$ cat config.mk
export PLATFORM = sky130hd
export DESIGN_NAME = ps2_rx_frame
export DESIGN_NICKNAME = d
export VERILOG_FILES = /design/src/rtl/ps2_pkg.sv /design/src/rtl/ps2_sync_edge.sv /design/src/rtl/ps2_rx_frame.sv
export SDC_FILE = /design/constraint.sdc
export NUM_CORES = 1
export LEC_CHECK = 0
export ABC_AREA = 1
export CORE_MARGIN = 1
export CORE_UTILIZATION = 40
export DETAILED_ROUTE_END_ITERATION = 8
export PLACE_DENSITY = 0.69
export SETUP_SLACK_MARGIN = 0.4
export SLEW_MARGIN = 25
export SYNTH_ARGS = -nofsm -noshare
export SYNTH_HDL_FRONTEND = slang
export SYNTH_SLANG_ARGS = --single-unit
$ cat constraint.sdc
create_clock -name clk -period 3.6 [get_ports clk]
set_input_delay 0.72 -clock clk [delete_from_list [all_inputs] [get_ports clk]]
set_output_delay 0.72 -clock clk [all_outputs]
set_load 0.05 [all_outputs]
$ cat src/rtl/ps2_pkg.sv
// Shared PS/2 definitions used by the receive path (and the future mouse
// receiver): frame geometry and the frame-decoder state encoding.
package ps2_pkg;

  localparam int PS2_FRAME_BITS = 11;  // start + 8 data + parity + stop
  localparam int PS2_DATA_BITS  = 8;

  typedef enum logic [1:0] {
    IDLE   = 2'd0,
    DATA   = 2'd1,
    PARITY = 2'd2,
    STOP   = 2'd3
  } state_t;

endpackage

$ cat src/rtl/ps2_sync_edge.sv
// PS/2 line synchroniser and falling-edge detector.
// Both raw lines go through identical SYNC_STAGES flop chains so clock and
// data keep their relative timing; a falling edge of the synchronised clock
// produces a one-cycle 'fall' with the matching data bit on 'data_s'.
// Ports:
//   clk      in  system clock
//   clrn     in  async active-low reset (lines reset to the idle-high level)
//   ps2_clk  in  raw PS/2 clock line
//   ps2_data in  raw PS/2 data line
//   fall     out one-cycle strobe: synchronised ps2_clk went 1 -> 0
//   data_s   out synchronised ps2_data, valid to sample when fall=1
module ps2_sync_edge #(
  parameter int SYNC_STAGES = 3
) (
  input  logic clk,
  input  logic clrn,
  input  logic ps2_clk,
  input  logic ps2_data,
  output logic fall,
  output logic data_s
);

  // Bit 0 is the first (metastable-facing) stage, MSB is the last stage.
  logic [SYNC_STAGES-1:0] clk_sync;
  logic [SYNC_STAGES-1:0] dat_sync;
  // Last-stage clock value from the previous cycle, for edge detection.
  logic                   clk_prev;

  always_ff @(posedge clk or negedge clrn) begin
    if (!clrn) begin
      clk_sync <= '1;
      dat_sync <= '1;
      clk_prev <= 1'b1;
    end else begin
      clk_sync <= {clk_sync[SYNC_STAGES-2:0], ps2_clk};
      dat_sync <= {dat_sync[SYNC_STAGES-2:0], ps2_data};
      clk_prev <= clk_sync[SYNC_STAGES-1];
    end
  end

  assign fall   = clk_prev & ~clk_sync[SYNC_STAGES-1];
  assign data_s = dat_sync[SYNC_STAGES-1];

endmodule

$ cat src/rtl/ps2_rx_frame.sv
// PS/2 device-to-host frame receiver feeding the keyboard byte FIFO.
// Deserialises start / 8 data (LSB first) / odd parity / stop frames clocked
// by falling ps2_clk edges, writes good bytes to the FIFO write port and
// pulses one error flag for each rejected frame.
// Ports:
//   clk        in  system clock
//   clrn       in  async active-low reset
//   ps2_clk    in  raw PS/2 clock line
//   ps2_data   in  raw PS/2 data line
//   wrfull     in  FIFO full; checked when a good byte is ready
//   data       out last good byte (held between writes)
//   wrreq      out one-cycle FIFO write strobe, coincident with new data
//   parity_err out one-cycle pulse: odd parity failed
//   frame_err  out one-cycle pulse: stop bit low or inter-edge timeout
//   overflow   out one-cycle pulse: good byte dropped, FIFO full
//   err_count  out saturating count of all error pulses
module ps2_rx_frame
  import ps2_pkg::*;
#(
  parameter int SYNC_STAGES    = 3,
  parameter int TIMEOUT_CYCLES = 50000,
  parameter int ERR_CNT_W      = 8
) (
  input  logic                 clk,
  input  logic                 clrn,
  input  logic                 ps2_clk,
  input  logic                 ps2_data,
  input  logic                 wrfull,
  output logic [7:0]           data,
  output logic                 wrreq,
  output logic                 parity_err,
  output logic                 frame_err,
  output logic                 overflow,
  output logic [ERR_CNT_W-1:0] err_count
);

  localparam int TW = (TIMEOUT_CYCLES > 1) ? $clog2(TIMEOUT_CYCLES) : 1;
  localparam logic [TW-1:0] TMO_LAST = TW'(TIMEOUT_CYCLES - 1);
  localparam logic [2:0]    LAST_BIT = 3'(PS2_DATA_BITS - 1);

  logic fall, data_s;

  ps2_sync_edge #(.SYNC_STAGES(SYNC_STAGES)) u_sync (
    .clk      (clk),
    .clrn     (clrn),
    .ps2_clk  (ps2_clk),
    .ps2_data (ps2_data),
    .fall     (fall),
    .data_s   (data_s)
  );

  state_t                   state, state_nxt;
  logic [2:0]               bit_cnt;
  logic [TW-1:0]            timer;
  logic [PS2_DATA_BITS-1:0] shreg;
  logic                     par_bit;

  // Frame-level events decided combinationally, registered below.
  logic tmo_hit, eval;
  logic good_nxt, par_err_nxt, frm_err_nxt, ovf_nxt, any_err;

  // Timeout only counts inside a frame; a coincident fall takes priority.
  assign tmo_hit = (state != IDLE) && !fall && (timer == TMO_LAST);

  always_comb begin
    state_nxt = state;
    eval      = 1'b0;
    case (state)
      IDLE:   if (fall && !data_s) state_nxt = DATA;  // high "start" = glitch
      DATA:   if (fall) begin
                if (bit_cnt == LAST_BIT) state_nxt = PARITY;
              end else if (tmo_hit) state_nxt = IDLE;
      PARITY: if (fall) state_nxt = STOP;
              else if (tmo_hit) state_nxt = IDLE;
      STOP:   if (fall) begin
                state_nxt = IDLE;
                eval      = 1'b1;
              end else if (tmo_hit) state_nxt = IDLE;
      default: state_nxt = IDLE;
    endcase
  end

  // Stop-bit evaluation priority: framing, then parity, then FIFO space.
  // Odd parity means data bits plus parity bit XOR to 1.
  always_comb begin
    frm_err_nxt = tmo_hit;
    par_err_nxt = 1'b0;
    ovf_nxt     = 1'b0;
    good_nxt    = 1'b0;
    if (eval) begin
      if (!data_s)                    frm_err_nxt = 1'b1;
      else if (!(^{shreg, par_bit}))  par_err_nxt = 1'b1;
      else if (wrfull)                ovf_nxt     = 1'b1;
      else                            good_nxt    = 1'b1;
    end
  end

  assign any_err = frm_err_nxt | par_err_nxt | ovf_nxt;

  always_ff @(posedge clk or negedge clrn) begin
    if (!clrn) state <= IDLE;
    else       state <= state_nxt;
  end

  // Deserialiser and inter-edge timer.
  always_ff @(posedge clk or negedge clrn) begin
    if (!clrn) begin
      bit_cnt <= '0;
      timer   <= '0;
      shreg   <= '0;
      par_bit <= 1'b0;
    end else begin
      timer <= (state == IDLE || fall) ? '0 : timer + 1'b1;
      if (fall) begin
        case (state)
          IDLE: bit_cnt <= '0;
          DATA: begin
            shreg   <= {data_s, shreg[PS2_DATA_BITS-1:1]};  // LSB arrives first
            bit_cnt <= bit_cnt + 1'b1;
          end
          PARITY: par_bit <= data_s;
          default: ;
        endcase
      end
    end
  end

  // Registered outputs: one-cycle result pulses and the saturating counter.
  always_ff @(posedge clk or negedge clrn) begin
    if (!clrn) begin
      data       <= '0;
      wrreq      <= 1'b0;
      parity_err <= 1'b0;
      frame_err  <= 1'b0;
      overflow   <= 1'b0;
      err_count  <= '0;
    end else begin
      wrreq      <= good_nxt;
      parity_err <= par_err_nxt;
      frame_err  <= frm_err_nxt;
      overflow   <= ovf_nxt;
      if (good_nxt) data <= shreg;
      if (any_err && (err_count != '1)) err_count <= err_count + 1'b1;
    end
  end

endmodule

==> impl_metrics.csv <==
group,metric,value,unit
outcome,violations,"design-rule violations",
detailed_routing,drcViolationCount,4,
cells_and_area,layout_commonest_cell,"nand2_1",
detailed_routing,wire_per_inst,10.9,um
setup_path,worst-path-buf-inv,1,
clock_tree,ctsHoldBuffers,0,
pwr,total_power,0.00222,W
timing,final-max-slew-violation-count,0,
grt,track_usage,15.4,%
synthesis,synth_cell_types,32,
setup_path,crit_type,"reg2out",
setup_path,end_kind,"output pin",
min_path,min_from,"u_sync.clk_sync[0]",
min_path,hold_end,"u_sync.clk_sync[1]",
synthesis,syn_inst,307,
outcome,status,"finished, violations left",
synthesis,synth.avg_cell_area,8.75,sq um
synthesis,syn_area,2690,sq um
pwr,vdd_drop_max,0.000439,V
floorplan,die_w,84.0,um
min_path,holdPathStages,0,
grt,overflow,0,
detailed_routing,postRouteAntennaNets,0,
placement,port_buffers,24,
synthesis,ys_top_cells_by_area,"dfrtp_1, nand2_1, dfstp_2",
floorplan,core-area,6420,sq um
cells_and_area,final_cell_mix,"nand2_1, dfrtp_1, inv_1, nor2_1, clkdlybuf4s50_1",
detailed_routing,drt_iter0_markers,82,
timing,worst_pin_slew,0.831,ns
pwr,seqPwrFrac,38.1,%
grt,grt_antenna_before_repair,0,
clock_tree,numCtsBuffers,9,
placement,gp_congestion,0.890,
setup_path,arrival,1.59,ns
detailed_routing,wl_met3,208,um
timing,min_period_over_period,64.2,%
cells_and_area,nets,349,
setup_path,r2r-end,"data[4]",
min_path,worstHoldPathType,"reg2reg",
floorplan,rows,29,
floorplan,die_area,7050,sq um
timing,final.setup.tns,0,ns
clock_tree,htreeDepth,3,
placement,place_inst,406,
timing,worst_clock_skew,0.00754,ns
synthesis,synth_top_area_cell,"dfrtp_1",
setup_path,worstPathMaxFanout,5,
detailed_routing,wl_met1,2.14,mm
floorplan,die_h,84.0,um
timing,max_freq,432,MHz
detailed_routing,top_layer,"met4",
cells_and_area,syn_to_final_growth,20.6,%
pwr,combinationalPowerShare,29.5,%
setup_path,crit_path_cell_trace,"clkdlybuf4s50_1",
setup_path,crit_family,"buffers and inverters",
setup_path,slowest_stage,"clkdlybuf4s50_1",
setup_path,reg2reg_from,"u_sync.clk_prev",
grt,first_global_vias,1948,
synthesis,synth_top_cell_area_share,46.6,%
detailed_routing,drt_wl_total,4.61,mm
pwr,clockPowerShare,32.3,%
synthesis,ys_seq_elements,57,
setup_path,cp_slowest_stage_delay,0.83,ns
pwr,p_int,0.00144,W
synthesis,syn-num-nets,316,
clock_tree,clock-root-buffer,"clkbuf_8",
clock_tree,path_clk_slew,0.07,ns
timing,finalHoldViolations,0,
cells_and_area,stdcell_count,422,
timing,setup_viol,0,
placement,hpwl,3.32,mm
detailed_routing,wl_met2,2.14,mm
setup_path,reg2reg_depth,9,
clock_tree,cts_buffer_depth,2,
clock_tree,post_cts_buffers,0,
timing,maxSlewHeadroom,44.6,%
clock_tree,cts_tree,"done",
setup_path,reg2reg_slack,1.83,ns
detailed_routing,avgViaCountPerCell,4.79,
run,maxCapViolations,0,
pwr,switching_share,35.4,%
synthesis,ys_warn_count,0,
timing,grt_setup_unrepaired,"no",
floorplan,boundaryPins,25,
synthesis,ys_seq_area_share,53.4,%
pwr,power.density,686,nW/um^2
cells_and_area,antenna_cells,0,
clock_tree,clock-sinks,57,
timing,period_needed,2.31,ns
cells_and_area,drive_above_1_share,15.7,%
pwr,leakage,1.51,nW
setup_path,start_kind,"flip-flop",
pwr,p_sw,0.000787,W
clock_tree,cts-resized-gates,0,
setup_path,crit_required,2.88,ns
grt,grt_max_degree,40,
floorplan,start_util,41.8,%
timing,hold-worst-slack,0.357,ns
clock_tree,clk_latency,0.34,ns
detailed_routing,dr.pass1.iters,6,
grt,grt_pass1_wl,8.31,mm
detailed_routing,num_vias,2020,
-- flip-flops by register name, summed over array words and instances, names as in the netlist --
name             cells
bit_cnt              3
frame_err            1
par_bit              1
err_count            8
u_sync.clk_prev      1
u_sync.clk_sync      3
shreg                8
timer               16
u_sync.dat_sync      3
overflow             1
parity_err           1
data                 8
state                2
wrreq                1
-- synthesized netlist by cell type --
cell,n
dfstp_2,7
clkinv_1,2
or2_1,1
buf_2,2
nor3_1,6
inv_2,8
ha_1,4
nor2_4,1
dfrtp_1,50
a22o_1,2
nor3b_1,2
buf_6,1
nand3_1,18
nand2_2,3
xor2_1,6
nor4_1,2
nor2_2,1
nor2_1,29
o21ai_2,8
a21oi_1,8
inv_1,33
o21ai_0,21
nand3_2,2
o21a_1,1
o21ai_1,1
nand2_1,76
o22ai_1,1
nor3_2,1
nand4_4,1
nand4_1,5
nand2_4,3
buf_8,1
-- power groups by stage --
stage / Combinational, W / Sequential, W / Clock, W
after global routing: 0.000760 / 0.000862 / 0.000766
after global placement: 0.000655 / 0.000854 / 0
after detailed placement: 0.000667 / 0.000858 / 0
after floorplan: 0.000427 / 0.000940 / 0
after CTS: 0.000670 / 0.000849 / 0.000739
final: 0.000657 / 0.000848 / 0.000718
-- worst max-delay path by stage --
stage | start | endpoint | cells past startpoint
6_report | err_count[2] | err_count[2] | 1
3_5_place_dp | wrfull | err_count[5] | 8
2_1_floorplan | err_count[0] | err_count[7] | 9
3_3_place_gp | wrfull | err_count[5] | 8
4_1_cts | err_count[2] | err_count[2] | 1
5_1_grt | err_count[2] | err_count[2] | 1
-- routing by layer --
metal / up-vias / global-route usage [%]
li1: 1045 / -
met1: 924 / 18.3
met2: 40 / 24.1
met3: 11 / 5.24
met4: 0 / 9.25
met5: - / 0
-- per-stage QoR --
stage	utilization [%]	setup WS, ns	instance area, sq um
floorplan	-	1.80	2690
global placement	46.7	1.65	3000
detailed placement	46.7	1.63	3000
CTS	50.5	1.27	3240
global route	50.5	1.23	3240
finish	50.5	1.29	3240
-- cell type report --
cell class                 instances  area (sq um)
inverter                          43           161
clock buffer                       9           124
multi-input combinational        203          1050
tap                               77          96.3
sequential                        57          1440
timing repair buffer              26           250
clock inverter                     7           119
fill                             578          3180
-- logic make-up after synthesis --
family	Yosys count	share of synthesized area, %
simple gates	151	26.1
xor+xnor	6	1.96
buf+inv	47	7.36
fa+ha+maj	4	1.86
compound gates	42	9.36
flops	57	53.4
Note: power is estimated with default switching activity, not from simulation.
